$ cat src/rtl/lfsr_ctrl_pkg.sv
// lfsr_ctrl_pkg
// Shared types and constants for the LFSR bank sequencer.
//   lfsr_state_e  : sequencer FSM states
//   LFSR_W        : width of one LFSR lane / seed
//   SEED_BASE, SEED_STRIDE : power-up seed table generator
//   INIT_CYCLES   : length of the seed-load (INIT) phase
//   seed_default  : power-up seed of lane i
//   seed_sanitize : maps the forbidden all-zero seed to 16'h0001
//   idx_w         : width of a lane index for a given lane count
package lfsr_ctrl_pkg;

  typedef enum logic [2:0] {
    IDLE  = 3'd0,
    INIT  = 3'd1,
    RUN   = 3'd2,
    DRAIN = 3'd3,
    FIN   = 3'd4
  } lfsr_state_e;

  localparam int          LFSR_W      = 16;
  localparam logic [15:0] SEED_BASE   = 16'hACE1;
  localparam logic [15:0] SEED_STRIDE = 16'h1F35;
  localparam int          INIT_CYCLES = 2;

  function automatic logic [LFSR_W-1:0] seed_default(input int unsigned idx);
    logic [31:0] prod;
    prod = idx * 32'(SEED_STRIDE);
    return SEED_BASE ^ prod[15:0];
  endfunction

  // An all-zero state locks an LFSR up forever, so it is never stored.
  function automatic logic [LFSR_W-1:0] seed_sanitize(input logic [LFSR_W-1:0] d);
    return (d == 16'h0000) ? 16'h0001 : d;
  endfunction

  function automatic int idx_w(input int n);
    return (n > 1) ? $clog2(n) : 1;
  endfunction

endpackage

$ cat src/rtl/lfsr_bank_sequencer_if.sv
// lfsr_bank_sequencer_if
// Scheduler-side bus of the LFSR bank sequencer.
//   START/ABORT/LEN/DIV                   : epoch control from the layer scheduler
//   SEED_WR_VALID/IDX/DATA, SEED_WR_READY : seed table write port
//   BUSY/DONE/STREAM_VALID/BIT_CNT        : epoch status back to the scheduler
// Modports: master = scheduler, slave = sequencer.
interface lfsr_bank_sequencer_if #(
  parameter int N_LANES = 4,
  parameter int LEN_W   = 10,
  parameter int DIV_W   = 4
);
  import lfsr_ctrl_pkg::*;

  localparam int IDX_W = idx_w(N_LANES);

  logic              START;
  logic              ABORT;
  logic [LEN_W-1:0]  LEN;
  logic [DIV_W-1:0]  DIV;
  logic              SEED_WR_VALID;
  logic [IDX_W-1:0]  SEED_WR_IDX;
  logic [LFSR_W-1:0] SEED_WR_DATA;
  logic              SEED_WR_READY;
  logic              BUSY;
  logic              DONE;
  logic              STREAM_VALID;
  logic [LEN_W-1:0]  BIT_CNT;

  modport master (
    output START, ABORT, LEN, DIV, SEED_WR_VALID, SEED_WR_IDX, SEED_WR_DATA,
    input  SEED_WR_READY, BUSY, DONE, STREAM_VALID, BIT_CNT
  );

  modport slave (
    input  START, ABORT, LEN, DIV, SEED_WR_VALID, SEED_WR_IDX, SEED_WR_DATA,
    output SEED_WR_READY, BUSY, DONE, STREAM_VALID, BIT_CNT
  );

endinterface

$ cat src/rtl/lfsr_trig_divider.sv
// lfsr_trig_divider
// Loadable down-counter that spaces TRIG strobes one every DIV+1 cycles.
//   CLK, RESET  : clock, asynchronous active-high reset
//   run_en_s    : the coming cycle is a RUN cycle
//   div_s       : latched divider value
//   tick_nxt_s  : TRIG will be high in the coming cycle
//   trig_r      : registered TRIG strobe
// The first RUN cycle always fires; every TRIG reloads the counter with DIV.
module lfsr_trig_divider #(
  parameter int DIV_W = 4
) (
  input  logic             CLK,
  input  logic             RESET,
  input  logic             run_en_s,
  input  logic [DIV_W-1:0] div_s,
  output logic             tick_nxt_s,
  output logic             trig_r
);

  logic [DIV_W-1:0] cnt_r;
  logic [DIV_W-1:0] cnt_nxt_s;
  logic             run_r;

  // Next count: zero outside RUN and on RUN entry, reload on TRIG, else count down.
  always_comb begin
    cnt_nxt_s = {DIV_W{1'b0}};
    if (!run_en_s) begin
      cnt_nxt_s = {DIV_W{1'b0}};
    end else if (!run_r) begin
      cnt_nxt_s = {DIV_W{1'b0}};
    end else if (trig_r) begin
      cnt_nxt_s = div_s;
    end else begin
      cnt_nxt_s = cnt_r - DIV_W'(1);
    end
    tick_nxt_s = run_en_s && (cnt_nxt_s == {DIV_W{1'b0}});
  end

  // Counter, RUN-phase flag and TRIG output registers.
  always_ff @(posedge CLK or posedge RESET) begin
    if (RESET) begin
      cnt_r  <= {DIV_W{1'b0}};
      run_r  <= 1'b0;
      trig_r <= 1'b0;
    end else begin
      cnt_r  <= cnt_nxt_s;
      run_r  <= run_en_s;
      trig_r <= tick_nxt_s;
    end
  end

endmodule

$ cat src/rtl/lfsr_bank_sequencer.sv
// lfsr_bank_sequencer
// Sequencer for a bank of N_LANES 16-bit LFSR stochastic-number sources.
//   CLK, RESET  : clock, asynchronous active-high reset
//   bus         : scheduler bus (epoch control, seed writes, status)
//   LFSR_SEED   : seed table, lane i at [16i+15:16i]
//   LFSR_INIT   : load-seed strobe (two cycles per epoch)
//   LFSR_TRIG   : one-cycle shift strobe
//   LFSR_RESET  : one-cycle reseed strobe after an abort
// Flow per epoch: IDLE -> INIT -> RUN -> DRAIN -> FIN -> IDLE.
// Status/strobe outputs are flops loaded from the next-state decode, so they
// line up with the state they describe; only SEED_WR_READY decodes state_r.
module lfsr_bank_sequencer
  import lfsr_ctrl_pkg::*;
#(
  parameter int N_LANES = 4,
  parameter int LEN_W   = 10,
  parameter int DIV_W   = 4
) (
  input  logic                      CLK,
  input  logic                      RESET,
  lfsr_bank_sequencer_if.slave      bus,
  output logic [LFSR_W*N_LANES-1:0] LFSR_SEED,
  output logic                      LFSR_INIT,
  output logic                      LFSR_TRIG,
  output logic                      LFSR_RESET
);

  localparam int IDX_W = idx_w(N_LANES);

  lfsr_state_e       state_r, state_nxt_s;
  logic [1:0]        init_cnt_r, init_cnt_nxt_s;
  logic [LEN_W-1:0]  len_r, len_nxt_s;
  logic [DIV_W-1:0]  div_r, div_nxt_s;
  logic [LEN_W-1:0]  bit_cnt_r;
  logic              clr_cnt_s;
  logic              lreset_nxt_s;
  logic              busy_r, init_r, done_r, lreset_r, sv_r;
  logic              trig_r, tick_nxt_s;
  logic              idx_ok_s, wr_en_s;
  logic [LFSR_W-1:0] seed_r [N_LANES];

  if ((1 << IDX_W) == N_LANES) begin : g_idx_full
    assign idx_ok_s = 1'b1;
  end else begin : g_idx_part
    assign idx_ok_s = (32'(bus.SEED_WR_IDX) < N_LANES);
  end

  assign bus.SEED_WR_READY = (state_r == IDLE);
  assign wr_en_s           = bus.SEED_WR_VALID && (state_r == IDLE) && idx_ok_s;

  // Next-state logic; ABORT overrides everything and drops a same-cycle START.
  always_comb begin
    state_nxt_s    = state_r;
    init_cnt_nxt_s = init_cnt_r;
    len_nxt_s      = len_r;
    div_nxt_s      = div_r;
    lreset_nxt_s   = 1'b0;
    clr_cnt_s      = 1'b0;
    if (bus.ABORT) begin
      state_nxt_s  = IDLE;
      lreset_nxt_s = 1'b1;
    end else begin
      case (state_r)
        IDLE: begin
          if (bus.START) begin
            state_nxt_s    = INIT;
            init_cnt_nxt_s = 2'd0;
            len_nxt_s      = bus.LEN;
            div_nxt_s      = bus.DIV;
            clr_cnt_s      = 1'b1;
          end else begin
            state_nxt_s = IDLE;
          end
        end
        INIT: begin
          if (init_cnt_r == 2'(INIT_CYCLES - 1)) begin
            state_nxt_s = (len_r == {LEN_W{1'b0}}) ? DRAIN : RUN;
          end else begin
            init_cnt_nxt_s = init_cnt_r + 2'd1;
          end
        end
        RUN: begin
          // bit_cnt_r already counts the TRIG on the output this cycle.
          if (trig_r && (bit_cnt_r == len_r)) begin
            state_nxt_s = DRAIN;
          end else begin
            state_nxt_s = RUN;
          end
        end
        DRAIN:   state_nxt_s = FIN;
        FIN:     state_nxt_s = IDLE;
        default: state_nxt_s = IDLE;
      endcase
    end
  end

  lfsr_trig_divider #(.DIV_W(DIV_W)) u_div (
    .CLK        (CLK),
    .RESET      (RESET),
    .run_en_s   (state_nxt_s == RUN),
    .div_s      (div_r),
    .tick_nxt_s (tick_nxt_s),
    .trig_r     (trig_r)
  );

  // State, latched epoch parameters and registered status/strobe outputs.
  always_ff @(posedge CLK or posedge RESET) begin
    if (RESET) begin
      state_r    <= IDLE;
      init_cnt_r <= 2'd0;
      len_r      <= {LEN_W{1'b0}};
      div_r      <= {DIV_W{1'b0}};
      busy_r     <= 1'b0;
      init_r     <= 1'b0;
      done_r     <= 1'b0;
      lreset_r   <= 1'b0;
      sv_r       <= 1'b0;
    end else begin
      state_r    <= state_nxt_s;
      init_cnt_r <= init_cnt_nxt_s;
      len_r      <= len_nxt_s;
      div_r      <= div_nxt_s;
      busy_r     <= (state_nxt_s inside {INIT, RUN, DRAIN});
      init_r     <= (state_nxt_s == INIT);
      done_r     <= (state_nxt_s == FIN);
      lreset_r   <= lreset_nxt_s;
      // Lane outputs are valid the cycle after a TRIG unless the bank is being reseeded.
      sv_r       <= trig_r && (state_nxt_s != IDLE);
    end
  end

  // TRIG counter: cleared on accepted START, counts alongside each TRIG, holds otherwise.
  always_ff @(posedge CLK or posedge RESET) begin
    if (RESET) begin
      bit_cnt_r <= {LEN_W{1'b0}};
    end else if (clr_cnt_s) begin
      bit_cnt_r <= {LEN_W{1'b0}};
    end else if (tick_nxt_s) begin
      bit_cnt_r <= bit_cnt_r + LEN_W'(1);
    end else begin
      bit_cnt_r <= bit_cnt_r;
    end
  end

  // Seed table: generated defaults on reset, sanitized writes accepted only in IDLE.
  always_ff @(posedge CLK or posedge RESET) begin
    if (RESET) begin
      for (int i = 0; i < N_LANES; i++) begin
        seed_r[i] <= seed_default(i);
      end
    end else if (wr_en_s) begin
      seed_r[bus.SEED_WR_IDX] <= seed_sanitize(bus.SEED_WR_DATA);
    end
  end

  for (genvar g = 0; g < N_LANES; g++) begin : g_seed_out
    assign LFSR_SEED[LFSR_W*g +: LFSR_W] = seed_r[g];
  end

  assign LFSR_INIT        = init_r;
  assign LFSR_TRIG        = trig_r;
  assign LFSR_RESET       = lreset_r;
  assign bus.BUSY         = busy_r;
  assign bus.DONE         = done_r;
  assign bus.STREAM_VALID = sv_r;
  assign bus.BIT_CNT      = bit_cnt_r;

endmodule

$ cat src/flat_wrapper.sv
// flat-port wrapper written by rule: the top's interface ports become plain ports
module lfsr_bank_sequencer_flat import lfsr_ctrl_pkg::*;
#(
  parameter int N_LANES = 4,
  parameter int LEN_W   = 10,
  parameter int DIV_W   = 4
)
  (CLK, RESET, LFSR_SEED, LFSR_INIT, LFSR_TRIG, LFSR_RESET, bus_START, bus_ABORT, bus_LEN, bus_DIV, bus_SEED_WR_VALID, bus_SEED_WR_IDX, bus_SEED_WR_DATA, bus_SEED_WR_READY, bus_BUSY, bus_DONE, bus_STREAM_VALID, bus_BIT_CNT);
  lfsr_bank_sequencer_if #(.N_LANES(N_LANES), .LEN_W(LEN_W), .DIV_W(DIV_W)) bus_i ();
  input  logic CLK;
  input  logic RESET;
  output logic [LFSR_W*N_LANES-1:0] LFSR_SEED;
  output logic LFSR_INIT;
  output logic LFSR_TRIG;
  output logic LFSR_RESET;
  input wire logic [$bits(bus_i.START)-1:0] bus_START;
  input wire logic [$bits(bus_i.ABORT)-1:0] bus_ABORT;
  input wire logic [$bits(bus_i.LEN)-1:0] bus_LEN;
  input wire logic [$bits(bus_i.DIV)-1:0] bus_DIV;
  input wire logic [$bits(bus_i.SEED_WR_VALID)-1:0] bus_SEED_WR_VALID;
  input wire logic [$bits(bus_i.SEED_WR_IDX)-1:0] bus_SEED_WR_IDX;
  input wire logic [$bits(bus_i.SEED_WR_DATA)-1:0] bus_SEED_WR_DATA;
  output wire logic [$bits(bus_i.SEED_WR_READY)-1:0] bus_SEED_WR_READY;
  output wire logic [$bits(bus_i.BUSY)-1:0] bus_BUSY;
  output wire logic [$bits(bus_i.DONE)-1:0] bus_DONE;
  output wire logic [$bits(bus_i.STREAM_VALID)-1:0] bus_STREAM_VALID;
  output wire logic [$bits(bus_i.BIT_CNT)-1:0] bus_BIT_CNT;
  assign bus_i.START = bus_START;
  assign bus_i.ABORT = bus_ABORT;
  assign bus_i.LEN = bus_LEN;
  assign bus_i.DIV = bus_DIV;
  assign bus_i.SEED_WR_VALID = bus_SEED_WR_VALID;
  assign bus_i.SEED_WR_IDX = bus_SEED_WR_IDX;
  assign bus_i.SEED_WR_DATA = bus_SEED_WR_DATA;
  assign bus_SEED_WR_READY = bus_i.SEED_WR_READY;
  assign bus_BUSY = bus_i.BUSY;
  assign bus_DONE = bus_i.DONE;
  assign bus_STREAM_VALID = bus_i.STREAM_VALID;
  assign bus_BIT_CNT = bus_i.BIT_CNT;
  lfsr_bank_sequencer #(.N_LANES(N_LANES), .LEN_W(LEN_W), .DIV_W(DIV_W)) u_core (.CLK(CLK), .RESET(RESET), .bus(bus_i), .LFSR_SEED(LFSR_SEED), .LFSR_INIT(LFSR_INIT), .LFSR_TRIG(LFSR_TRIG), .LFSR_RESET(LFSR_RESET));
endmodule
$ cat config.mk
export PLATFORM = sky130hd
export DESIGN_NAME = lfsr_bank_sequencer_flat
export DESIGN_NICKNAME = d
export VERILOG_FILES = /design/src/rtl/lfsr_ctrl_pkg.sv /design/src/rtl/lfsr_bank_sequencer_if.sv /design/src/rtl/lfsr_trig_divider.sv /design/src/rtl/lfsr_bank_sequencer.sv /design/src/flat_wrapper.sv
export SDC_FILE = /design/constraint.sdc
export NUM_CORES = 1
export LEC_CHECK = 0
export BUFFER_PORTS_ARGS = -buffer_cell sky130_fd_sc_hd__buf_2
export CORE_ASPECT_RATIO = 0.7
export CORE_MARGIN = 3
export CORE_UTILIZATION = 47
export DETAILED_ROUTE_END_ITERATION = 6
export PLACE_DENSITY = 0.75
export SYNTH_ARGS = -nofsm -noshare
export SYNTH_HDL_FRONTEND = slang
export SYNTH_SLANG_ARGS = --single-unit
export TNS_END_PERCENT = 100
$ cat constraint.sdc
create_clock -name CLK -period 3.55 [get_ports CLK]
set_input_delay 0.71 -clock CLK [delete_from_list [all_inputs] [get_ports CLK]]
set_output_delay 0.71 -clock CLK [all_outputs]
set_load 0.005 [all_outputs]
After elaboration in Yosys (flattened, before gate mapping)
Index checks and enable logic that the tools add are counted.

word-level totals
  ROM bits = 0
  register bits = 104
  memory bits (writable) = 0
  input port bits = 37
  output and inout bits = 81
  latch bits = 0
  memories = 0

cells by class
  mux-type cells = 22
  reduce and logical (&&, ||, !) cells = 15
  add/subtract/negate cells = 3
  order comparisons = 2
  bitwise gates (word level) = 2
  div/mod/pow operators = 0
  shifts and indexed selects = 0
  equality and inequality tests = 11
  multipliers = 0

operator list
  cell                                                  number
  bitwise mux 64 bit                                    1
  demux 16 bit (select 2 bit)                           1
  2-to-1 mux 16 bit                                     2
  2-to-1 mux 10 bit                                     2
  zero test 16 bit                                      1
  equality test 3 x 2 -> 1 bit (second input constant)  4
  2-to-1 mux 4 bit                                      3
  case mux 3 bit (4 select lines)                       1
  adder 10 x 1 -> 10 bit (second input constant)        1
  equality test 10 bit                                  1
  zero test 10 bit                                      1
  2-to-1 mux 1 bit                                      7
  equality test 3 x 1 -> 1 bit (second input constant)  2
  2-to-1 mux 3 bit                                      2
  nonzero test 3 bit                                    2
  logical AND 1 bit                                     5
  zero test 4 bit                                       1
  2-to-1 mux 2 bit                                      2
  != test 2 bit (second input constant)                 2
  case mux 2 bit (2 select lines)                       1
  AND reduction 4 bit                                   1
  nonzero test 2 bit                                    2
  subtractor 4 x 1 -> 4 bit (second input constant)     1
  equality test 3 bit (second input constant)           1
  other kinds (8)                                       8

Logic depth before layout (Yosys ltp)
Gate-level depths: netlist of the first run.

  word-level depth = 11
  gate-level depth with buffers = 9
  gate-level depth less buffers = 8

Modules after synthesis
Synthesis of the first run repeated with hierarchy kept, for this count alone.

second synthesis, totals
  cell total of the unflattened synthesis = 311
  area, all modules = 4,486.8 µm²

modules (own cells, without submodules)
  module               instances  cells each  area each (µm²)
  lfsr_bank_sequencer  1          285         4,197.8
  lfsr_trig_divider    1          26          289.0

Worst setup path before layout of the first run
Ideal clock, no wire load.

  kind = input port to flip-flop
  start point = input port bus_ABORT
  end point = register u_core.bit_cnt_r[5], in the netlist u_core.bus.BIT_CNT[5]
  arrival = 1.848 ns
  cell stages on the path = 7
  path buffers = 1
  slack = 1.582 ns
  setup time = 0.120 ns
  cell sequence = nor2_1 > a21boi_4 > o31ai_4 > nor3_4 > buf_6 > a21oi_1 > a31o_2

between the ends
  cells in the longest elaborated chain, start to end = 6
  elaborated cells on any way between the ends = 8
  classes of those cells = eq/ne (1); mux (4); reduce/logical (3)

RTL lines
  element                                line                        text
  start: declaration                     flat_wrapper.sv:17          input wire logic [$bits(bus_i.ABORT)-1:0] bus_ABORT;
  2-to-1 mux 3 bit *                     lfsr_bank_sequencer.sv:59   if (bus.ABORT) begin
  net u_core.state_nxt_s[1]              lfsr_bank_sequencer.sv:30   lfsr_state_e state_r, state_nxt_s;
  equality test 3 x 2 -> 1 bit *         lfsr_bank_sequencer.sv:100  .run_en_s (state_nxt_s == RUN),
  2-to-1 mux 4 bit                       lfsr_trig_divider.sv:27     if (!run_en_s) begin
  zero test 4 bit                        lfsr_trig_divider.sv:36     tick_nxt_s = run_en_s && (cnt_nxt_s == {DIV_W{1'b0}});
  logical AND 1 bit *                    lfsr_trig_divider.sv:36
  net u_core.tick_nxt_s                  lfsr_bank_sequencer.sv:38   logic trig_r, tick_nxt_s;
  nonzero test 2 bit (no source line) *  --
  end signal: assignment                 lfsr_bank_sequencer.sv:135  bit_cnt_r <= {LEN_W{1'b0}};
  end signal: assignment                 lfsr_bank_sequencer.sv:137  bit_cnt_r <= {LEN_W{1'b0}};
  end signal: assignment                 lfsr_bank_sequencer.sv:139  bit_cnt_r <= bit_cnt_r + LEN_W'(1);
  end: declaration                       lfsr_bank_sequencer.sv:34   logic [LEN_W-1:0] bit_cnt_r;

Mark *: on every way through the listed nets, which the timed path passes. The rest lies on a longest branch.
A chain may end at the register's enable or synchronous reset.

Worst setup path in the final report of the first run
  start point = register u_core.init_cnt_r[0]
  end point = register u_core.bit_cnt_r[5], in the netlist u_core.bus.BIT_CNT[5]

between the ends
  cells in the longest elaborated chain, start to end = 9

RTL lines
  element                                line                        text
  start: declaration                     lfsr_bank_sequencer.sv:31   logic [1:0] init_cnt_r, init_cnt_nxt_s;
  start signal: assignment               lfsr_bank_sequencer.sv:120  init_cnt_r <= init_cnt_nxt_s;
  equality test 2 x 1 -> 1 bit *         lfsr_bank_sequencer.sv:76   if (init_cnt_r == 2'(INIT_CYCLES - 1)) begin
  2-to-1 mux 3 bit *                     lfsr_bank_sequencer.sv:76
  case mux 3 bit (4 select lines) *      lfsr_bank_sequencer.sv:63   case (state_r)
  2-to-1 mux 3 bit *                     lfsr_bank_sequencer.sv:59
  net u_core.state_nxt_s[1]              lfsr_bank_sequencer.sv:30
  equality test 3 x 2 -> 1 bit *         lfsr_bank_sequencer.sv:100
  2-to-1 mux 4 bit                       lfsr_trig_divider.sv:27
  zero test 4 bit                        lfsr_trig_divider.sv:36
  logical AND 1 bit *                    lfsr_trig_divider.sv:36
  nonzero test 2 bit (no source line) *  --

Marks and branches as above.

==> results of run 1 <==
registers in the layout (all words and copies together), names as in the netlist:
| name | cells |
|---|---|
| u_core.div_r | 4 |
| u_core.LFSR_SEED | 64 |
| u_core.state_r | 3 |
| u_core.u_div.run_r | 1 |
| u_core.bus.STREAM_VALID | 1 |
| u_core.bus.DONE | 1 |
| u_core.LFSR_RESET | 1 |
| u_core.u_div.cnt_r | 4 |
| u_core.bus.BUSY | 1 |
| u_core.bus.BIT_CNT | 10 |
| u_core.init_cnt_r | 2 |
| u_core.u_div.trig_r | 1 |
| u_core.len_r | 10 |
| u_core.LFSR_INIT | 1 |
power by group through the flow:
stage	Combinational, W	Clock [W]	Sequential [W]
after CTS	0.00102	0.000943	0.00186
after floorplan	0.000536	0	0.00187
final	0.000999	0.000919	0.00186
after global placement	0.000991	0	0.00185
after detailed placement	0.00102	0	0.00187
after global routing	0.00111	0.000992	0.00190
worst max-delay path: stages (launching register included):
cell and delay [ns]:
dfrtp_1 0.40, ha_1 0.37, nand3b_4 0.12, a21boi_4 0.21, o31ai_4 0.11, nor3_4 0.53, a21oi_1 0.14, a31o_2 0.24
per-layer routing:
layer | share of wire | global-route usage | vias up
met3 | 0.045 | 0.0362 | 9
met4 | 0.011 | 0.0579 | 0
li1 | - | - | 1461
met5 | 0 | 0 | -
met2 | 0.49 | 0.302 | 74
met1 | 0.46 | 0.282 | 1592
per-stage QoR:
stage               cells  instance area [sq um]  utilization
finish                598                   5470        0.596
global route          598                   5470        0.596
CTS                   598                   5470        0.596
detailed placement    583                   5200        0.566
global placement      583                   5200        0.566
floorplan             350                   4480            -
cells in the final DEF, fill, tap and decap left out, types with 2 or more instances in the layout:
master	instances
nand3_1	4
and2_1	2
and4_1	2
nor3_1	4
nor4_1	6
nand2b_1	5
clkbuf_16	10
xnor2_1	11
dfstp_2	35
nand2_1	59
nor3_4	3
a21oi_2	2
inv_1	6
nand4_1	5
mux2_2	60
dfrtp_1	69
ha_1	3
clkbuf_1	2
nand4_2	2
o21ai_0	4
buf_2	117
and3_1	4
a21oi_1	8
a31o_2	2
nor2_1	12
clkinv_2	2
or2_2	3
mux2i_1	5
final timing paths:
path | start | end | slack [ns] | depth (start not counted)
setup / recovery | u_core.init_cnt_r[0] | u_core.bus.BIT_CNT[5] | 1.33 | 7
hold / removal | RESET | u_core.len_r[1] | 0.47 | 2
setup reg to reg | u_core.init_cnt_r[0] | u_core.bus.BIT_CNT[5] | 1.33 | 7
hold reg to reg | u_core.init_cnt_r[1] | u_core.init_cnt_r[1] | 0.49 | 1
max in group asynchronous | RESET | u_core.LFSR_SEED[41] | 2.33 | 3
min in group CLK | u_core.init_cnt_r[1] | u_core.init_cnt_r[1] | 0.49 | 1
cell families after synthesis:
kind of cell | Yosys count | synth area share
AOI/OAI and AO/OA | 28 | 0.0508
xor gates and xnor gates | 12 | 0.0234
adders and majority gates | 3 | 0.00837
buffers and inverters | 17 | 0.0190
DFF | 104 | 0.590
muxes | 66 | 0.164
and+or+nand+nor | 120 | 0.144
layout make-up:
class / instances / area (sq um) / share of cell area
sequential: 104 / 2650 / 0.484
multi-input combinational: 229 / 1750 / 0.320
timing repair buffer: 119 / 613 / 0.112
clock buffer: 12 / 258 / 0.0471
tap: 124 / 155 / 0.0284
inverter: 7 / 28.8 / 0.00526
clock inverter: 3 / 17.5 / 0.00320
==> flow_metrics.env, run 1 <==
export IMPL_path_clk_slew_ns=0.07
export IMPL_cellLeakagePower_nw=2.62
export IMPL_yosys_most_used_dff="dfrtp_1"
export IMPL_cts_buffer_depth=2
export IMPL_hold_viol_final=0
export IMPL_worstSetupPathType="reg -> reg"
export IMPL_clock_fmax_ghz=0.451
export IMPL_grt_use_total=0.195
export IMPL_startpoint_type="flop"
export IMPL_required_ns=3.78
export IMPL_yosys_warnings=0
export IMPL_syn_cell_area_sq_mm=0.00448
export IMPL_htree_levels=3
export IMPL_firstDrtPassIters=5
export IMPL_route_vias_total=3136
export IMPL_drt_iter0_drc=183
export IMPL_finalClockSkew_ns=0.00616
export IMPL_tns_ns=0
export IMPL_wire_per_inst_microns=16.9
export IMPL_maxCapViolCount=0
export IMPL_root_buffer="clkbuf_16"
export IMPL_total_power_w=0.00378
export IMPL_drc=0
export IMPL_fin_crit_ns=2.22
export IMPL_dp_slack_ns=1.09
export IMPL_ir_worst_vdd_mv=0.385
export IMPL_initial_core_util=0.488
export IMPL_ys_top_cells_by_area="dfrtp_1, dfstp_2, mux2_2, nand2_1, xnor2_1"
export IMPL_postRouteAntennaNets=0
export IMPL_port_buffers=117
export IMPL_power_share_switching=0.289
export IMPL_cts_sinks=104
export IMPL_antenna_cells=0
export IMPL_chipWidth_microns=123
export IMPL_dp_hpwl_microns=7440
export IMPL_die_area_sq_mm=0.0108
export IMPL_yosysTopAreaCellShare=0.385
export IMPL_cts_buffers=9
export IMPL_critPathCaptureType="flop"
export IMPL_fin_ws_ns=1.33
export IMPL_wirelength_microns=10100
export IMPL_grt_pass1_vias=3140
export IMPL_fill_cells=773
export IMPL_grt_pass1_wl_microns=16300
export IMPL_synth_edf_count=0
export IMPL_cts_resized=0
export IMPL_ioPinCount=118
export IMPL_synthArstFlopShare=1.00
export IMPL_via_per_inst=5.24
export IMPL_ys_seq_area_frac=0.590
export IMPL_hold_ws_ns=0.467
export IMPL_rsz0062_at_grt="no"
export IMPL_postCtsHoldBufs=0
export IMPL_min_path_type="in -> async"
export IMPL_finalCritPeriodShare=0.624
export IMPL_synth_common_cells="dfrtp_1, mux2_2, nand2_1"
export IMPL_yosysTopAreaCell="dfrtp_1"
export IMPL_overflow=0
export IMPL_yosysMostFrequentCell="dfrtp_1"
export IMPL_syn_to_final_growth_pct=22.0
export IMPL_status="completed"
export IMPL_insertion_delay_ns=0.34
export IMPL_postCtsSetupBuffers=0
export IMPL_core_area_sq_mm=0.00918
export IMPL_yosysUniqueCellTypes=51
export IMPL_antenna_found_initial=0
export IMPL_synth_seq_cells=104
export IMPL_worst_pin_slew_ns=0.873
export IMPL_gp_congestion=0.820
export IMPL_drive_gt1_frac=0.523
export IMPL_avgSynthCellArea_sq_um=12.8
export IMPL_placementRows=29
export IMPL_critical_path_peak_fanout=15
export IMPL_chipHeight_microns=87.7
export IMPL_power_density_mw_per_mm2=690
export IMPL_combPwrFrac=0.265
export IMPL_final_max_slew_viol_count=0
export IMPL_seqPwrFrac=0.492
export IMPL_power_switching_w=0.00109
export IMPL_final_nets=510
export IMPL_timing_slew_headroom=0.416
export IMPL_synth_cells=350
export IMPL_cts_tree="done"
export IMPL_arrival_ns=2.45
export IMPL_p_clk_frac=0.243
export IMPL_synth_nets=390
export IMPL_p_int_w=0.00268
export IMPL_grt_max_degree=54
export IMPL_setup_viol=0
(Power assumes the default switching activity.)
==> run 2: changes to the inputs <==
--- a/config.mk
+++ b/config.mk
@@ -8,9 +8,9 @@
 export BUFFER_PORTS_ARGS = -buffer_cell sky130_fd_sc_hd__buf_2
 export CORE_ASPECT_RATIO = 0.7
 export CORE_MARGIN = 3
-export CORE_UTILIZATION = 47
+export CORE_UTILIZATION = 53
 export DETAILED_ROUTE_END_ITERATION = 6
-export PLACE_DENSITY = 0.75
+export PLACE_DENSITY = 0.8
 export SYNTH_ARGS = -nofsm -noshare
 export SYNTH_HDL_FRONTEND = slang
 export SYNTH_SLANG_ARGS = --single-unit
==> constraint.sdc (replaced) <==
create_clock -name CLK -period 2.3 [get_ports CLK]
set_input_delay 0.46 -clock CLK [delete_from_list [all_inputs] [get_ports CLK]]
set_output_delay 0.46 -clock CLK [all_outputs]
set_load 0.005 [all_outputs]
==> run 2 against run 1 <==
Compared with the run above:
- clock-buffer cell count unchanged
- highest routed layer unchanged
- sequential share of layout area shrank 0.17 points
- critical endpoint unchanged
- non-clock buffer count is 6 higher
- maximum frequency increased by 8.8%
- power rose by 54%
- largest cell class unchanged
- cell count down 2.7%
- via count down 1.1%
- global-route usage is 3.1 points higher
- sequential cell count did not move
==> flow_metrics.env, run 2 (same netlist as run 1, synthesis figures left out) <==
export IMPL_finalCritPeriodShare=0.886
export IMPL_firstDrtPassIters=5
export IMPL_startpoint_type="flop"
export IMPL_grt_pass1_vias=3226
export IMPL_cts_buffer_depth=2
export IMPL_largest_reg_flops=64
export IMPL_antenna_cells=0
export IMPL_gp_congestion=0.911
export IMPL_grt_use_total=0.226
export IMPL_final_nets=516
export IMPL_dp_hpwl_microns=7370
export IMPL_combPwrFrac=0.268
export IMPL_required_ns=2.53
export IMPL_timing_slew_headroom=0.623
export IMPL_p_int_w=0.00413
export IMPL_cts_sinks=104
export IMPL_die_area_sq_mm=0.00962
export IMPL_postRouteAntennaNets=0
export IMPL_setup_viol=0
export IMPL_wirelength_microns=10100
export IMPL_tns_ns=0
export IMPL_path_cells="inv_1 > ha_1 > nand3b_4 > a21boi_4 > o31ai_4 > nor3_4 > buf_4 > a21oi_1 > a31o_2"
export IMPL_route_vias_total=3103
export IMPL_crit_slowest_cell="dfrtp_1"
export IMPL_postCtsHoldBufs=0
export IMPL_cts_tree="done"
export IMPL_p_clk_frac=0.241
export IMPL_fin_util=0.683
export IMPL_status="completed"
export IMPL_chipWidth_microns=116
export IMPL_critPathCaptureType="flop"
export IMPL_overflow=0
export IMPL_htree_levels=3
export IMPL_worstSetupPathType="reg -> reg"
export IMPL_seq_area_sq_mm=0.00265
export IMPL_via_per_inst=5.33
export IMPL_drive_gt1_frac=0.530
export IMPL_path_clk_slew_ns=0.06
export IMPL_insertion_delay_ns=0.34
export IMPL_total_power_w=0.00583
export IMPL_crit_start="u_core.init_cnt_r[1]"
export IMPL_fin_crit_ns=2.04
export IMPL_multi_input_area_sq_mm=0.00175
export IMPL_hold_viol_final=0
export IMPL_maxCapViolCount=0
export IMPL_port_buffers=117
export IMPL_critical_path_peak_fanout=15
export IMPL_arrival_ns=2.27
export IMPL_drc=0
export IMPL_path_buf_inv=2
export IMPL_antenna_found_initial=0
export IMPL_grt_max_degree=105
export IMPL_initial_core_util=0.558
export IMPL_cts_buffers=9
export IMPL_finalClockSkew_ns=0.00542
export IMPL_rsz0062_at_grt="no"
export IMPL_clock_fmax_ghz=0.491
export IMPL_fill_cells=623
export IMPL_core_area_sq_mm=0.00804
export IMPL_grt_pass1_wl_microns=16800
export IMPL_wire_per_inst_microns=17.3
export IMPL_min_path_type="in -> async"
export IMPL_cts_resized=0
export IMPL_final_common_cell="buf_2"
export IMPL_ir_worst_vdd_mv=0.614
export IMPL_cellLeakagePower_nw=2.65
export IMPL_placementRows=27
export IMPL_critPathMaxStageDelay_ns=0.38
export IMPL_power_density_mw_per_mm2=1060
export IMPL_r2r_start="u_core.init_cnt_r[1]"
export IMPL_drt_iter0_drc=211
export IMPL_power_share_switching=0.292
export IMPL_ioPinCount=118
export IMPL_syn_to_final_growth_pct=22.4
export IMPL_regToRegSetupSlack_ns=0.26
export IMPL_worst_pin_slew_ns=0.560
export IMPL_crit_family="compound AO/OA/AOI/OAI gates"
export IMPL_seqPwrFrac=0.492
export IMPL_chipHeight_microns=83.0
export IMPL_power_switching_w=0.00170
export IMPL_root_buffer="clkbuf_16"
export IMPL_postCtsSetupBuffers=0
export IMPL_final_max_slew_viol_count=0
export IMPL_final_cell_mix="buf_2, dfrtp_1, mux2_2"
## run 2: cell count changes in the layout (fill, tap and decap cells not counted)
cell and delta:
buf_4 +6, clkbuf_8 +1, inv_4 -1, clkinv_2 -1
clkinv_4 +2, clkbuf_16 -1, clkinvlp_4 +1
## run 2: worst reg2reg max path, stage by stage (launching register included)
cell,delay (ns)
dfrtp_1,0.38
inv_1,0.05
ha_1,0.36
nand3b_4,0.12
a21boi_4,0.23
o31ai_4,0.11
nor3_4,0.17
buf_4,0.22
a21oi_1,0.09
a31o_2,0.21
## run 2: stage by stage
step / instance area [sq um] / hold slack (ns) / cells / setup WS [ns]
CTS: 5490 / 0.296 / 582 / 0.251
finish: 5490 / 0.278 / 582 / 0.263
floorplan: 4490 / 0.437 / 350 / 0.426
global route: 5490 / 0.317 / 582 / 0.147
detailed placement: 5210 / 0.480 / 566 / 0.266
global placement: 5210 / 0.461 / 566 / 0.358
## run 2: metal layers
| layer | vias up | track usage | part of all wire |
|---|---|---|---|
| li1 | 1476 | - | - |
| met1 | 1522 | 0.324 | 0.46 |
| met2 | 88 | 0.343 | 0.47 |
| met3 | 17 | 0.0517 | 0.050 |
| met4 | 0 | 0.0717 | 0.020 |
| met5 | - | 0 | 0 |
## run 2: worst paths after layout
path / to / depth (start not counted)
setup / recovery: u_core.bus.BIT_CNT[5] / 9
hold / removal: u_core.LFSR_SEED[57] / 3
setup reg to reg: u_core.bus.BIT_CNT[5] / 9
hold reg to reg: u_core.init_cnt_r[1] / 1
max in group asynchronous: u_core.LFSR_SEED[60] / 3
min in group CLK: u_core.div_r[1] / 3
## run 2: power by group through the flow
stage / combinational [W] / clock (W) / sequential (W)
4_1_cts: 0.00159 / 0.00144 / 0.00287
5_1_grt: 0.00173 / 0.00151 / 0.00295
3_5_place_dp: 0.00158 / 0 / 0.00289
2_1_floorplan: 0.000827 / 0 / 0.00289
6_report: 0.00156 / 0.00140 / 0.00287
3_3_place_gp: 0.00154 / 0 / 0.00285
## run 2: final cells by class
type | instances | area share
clock buffer | 12 | 0.0449
sequential | 104 | 0.482
timing repair buffer | 125 | 0.120
clock inverter | 4 | 0.00547
multi-input combinational | 229 | 0.319
tap | 101 | 0.0230
inverter | 7 | 0.00547
==> run 3: changes to the inputs <==
--- a/config.mk
+++ b/config.mk
@@ -11,6 +11,7 @@
 export CORE_UTILIZATION = 53
 export DETAILED_ROUTE_END_ITERATION = 6
 export PLACE_DENSITY = 0.8
+export SETUP_SLACK_MARGIN = 0.5
 export SYNTH_ARGS = -nofsm -noshare
 export SYNTH_HDL_FRONTEND = slang
 export SYNTH_SLANG_ARGS = --single-unit
==> run 3 against run 2 <==
Compared with the run above:
- cell count is 3.6% higher
- non-clock buffer count up 20
- cell area is 7.9% higher
- core utilization is 5.4 points higher
- critical path depth decreased by 1
- critical path type unchanged
- largest cell class unchanged
==> flow_metrics.env, run 3 (same netlist as run 1, synthesis figures left out) <==
export IMPL_status="completed"
export IMPL_insertion_delay_ns=0.33
export IMPL_grt_pass1_wl_microns=16900
export IMPL_cellLeakagePower_nw=2.84
export IMPL_setup_viol=0
export IMPL_min_path_type="in -> async"
export IMPL_dp_hpwl_microns=7250
export IMPL_hold_viol_final=0
export IMPL_placed_cell_area_sq_mm=0.00521
export IMPL_initial_core_util=0.558
export IMPL_worst_pin_slew_ns=0.585
export IMPL_grt_max_degree=105
export IMPL_largest_reg_flops=64
export IMPL_fill_cells=569
export IMPL_worstSetupPathType="reg -> reg"
export IMPL_final_cell_mix="buf_2, dfrtp_1, nand2_1"
export IMPL_overflow=0
export IMPL_drive_gt1_frac=0.608
export IMPL_clock_fmax_ghz=0.517
export IMPL_antenna_found_initial=0
export IMPL_antenna_cells=0
export IMPL_fin_crit_ns=1.94
export IMPL_cts_buffer_depth=2
export IMPL_wirelength_microns=11100
export IMPL_gp_congestion=0.834
export IMPL_grt_pass1_vias=3348
export IMPL_final_common_cell="buf_2"
export IMPL_startpoint_type="flop"
export IMPL_final_nets=537
export IMPL_cts_tree="done"
export IMPL_maxCapViolCount=0
export IMPL_path_cells="and4bb_1 > nand4_2 > o31ai_4 > nor3_4 > buf_6 > buf_8 > a21o_1 > a21oi_2"
export IMPL_fin_util=0.737
export IMPL_crit_slowest_cell="dfrtp_2"
export IMPL_arrival_ns=2.20
export IMPL_final_max_slew_viol_count=0
export IMPL_chipWidth_microns=116
export IMPL_die_area_sq_mm=0.00962
export IMPL_placementRows=27
export IMPL_power_density_mw_per_mm2=1030
export IMPL_wire_per_inst_microns=18.3
export IMPL_grt_use_total=0.224
export IMPL_ioPinCount=118
export IMPL_path_clk_slew_ns=0.07
export IMPL_core_area_sq_mm=0.00804
export IMPL_postRouteAntennaNets=0
export IMPL_ir_worst_vdd_mv=0.725
export IMPL_finalClockSkew_ns=0.00499
export IMPL_via_per_inst=5.41
export IMPL_chipHeight_microns=83.0
export IMPL_critPathMaxStageDelay_ns=0.46
export IMPL_required_ns=2.56
export IMPL_tns_ns=0
export IMPL_htree_levels=3
export IMPL_postCtsHoldBufs=0
export IMPL_firstDrtPassIters=5
export IMPL_syn_to_final_growth_pct=32.1
export IMPL_timing_slew_headroom=0.606
export IMPL_finalCritPeriodShare=0.842
export IMPL_rsz0062_at_grt="yes"
export IMPL_drc=0
export IMPL_cts_buffers=9
export IMPL_port_buffers=117
export IMPL_critPathCaptureType="flop"
export IMPL_cts_sinks=104
export IMPL_root_buffer="clkbuf_16"
export IMPL_drt_iter0_drc=201
export IMPL_stdcell_area_sq_mm=0.00592
export IMPL_route_vias_total=3260
export IMPL_critical_path_peak_fanout=7
==> run 3: changes by cell type in the layout (fill, tap and decap cells not counted), moves of 4 or more <==
cell	before	now
nor2_2	1	5
buf_6	0	5
mux2_2	60	49
nor2_1	12	8
mux2_4	0	11
dfrtp_2	0	6
xnor2_1	11	7
buf_4	7	17
dfrtp_1	69	63
xnor2_2	0	4
==> run 3: critical path: cells and delay by family, from the launching register on <==
kind | cells | cell delay, ns
buffers and inverters | 2 | 0.26
AND/OR/NAND/NOR | 3 | 0.51
AO/OA/AOI/OAI | 3 | 0.63
flip-flops | 1 | 0.46
==> run 3: layout make-up <==
class / instances / area (sq um) / area share
clock buffer: 12 / 236 / 0.0399
clock inverter: 4 / 31.3 / 0.00528
inverter: 7 / 30.0 / 0.00507
multi-input combinational: 230 / 1950 / 0.329
sequential: 104 / 2650 / 0.448
tap: 101 / 126 / 0.0213
timing repair buffer: 145 / 895 / 0.151
==> run 3: routing by layer <==
metal	share of wire	vias up	track usage
met1	0.44	1638	0.304
met3	0.051	14	0.0488
li1	-	1516	-
met4	0.015	0	0.0580
met5	0	-	0
met2	0.50	92	0.369
==> run 3: path summary, 6_finish.rpt <==
path	slack [ns]	startpoint	endpoint	depth (start not counted)
worst max-delay path	0.36	u_core.state_r[0]	u_core.bus.BIT_CNT[3]	8
worst min-delay path	0.26	RESET	u_core.LFSR_INIT	3
worst max register to register	0.36	u_core.state_r[0]	u_core.bus.BIT_CNT[3]	8
worst min register to register	0.49	u_core.LFSR_SEED[16]	u_core.LFSR_SEED[16]	2
max in group asynchronous	1.60	RESET	u_core.bus.BIT_CNT[0]	3
min in group CLK	0.31	bus_DIV[3]	u_core.div_r[3]	3
==> run 3: power breakdown <==
| group | internal (W) | leakage, nW | switching, W |
|---|---|---|---|
| clock network | 0.000737 | 0.119 | 0.000644 |
| logic | 0.00102 | 1.49 | 0.000814 |
| registers | 0.00253 | 1.23 | 0.000365 |
==> run 3: timing repair <==
action / 4_1_cts / 5_1_grt
cloned: 1 / 3
buffers inserted: 5 / 13
pin swaps: 4 / 16
endpoints found under the setup margin: 48 / 52
gates resized for setup: 15 / 41
==> run 3: metrics by stage <==
| step | power [W] | hold slack (ns) | instances | setup WS (ns) |
|---|---|---|---|---|
| final | 0.00611 | 0.265 | 603 | 0.364 |
| after global routing | 0.00647 | 0.296 | 603 | 0.308 |
| after CTS | 0.00595 | 0.300 | 587 | 0.426 |
| after detailed placement | 0.00448 | 0.470 | 565 | 0.312 |
| after global placement | 0.00438 | 0.455 | 565 | 0.395 |
| after floorplan | 0.00372 | 0.437 | 350 | 0.479 |
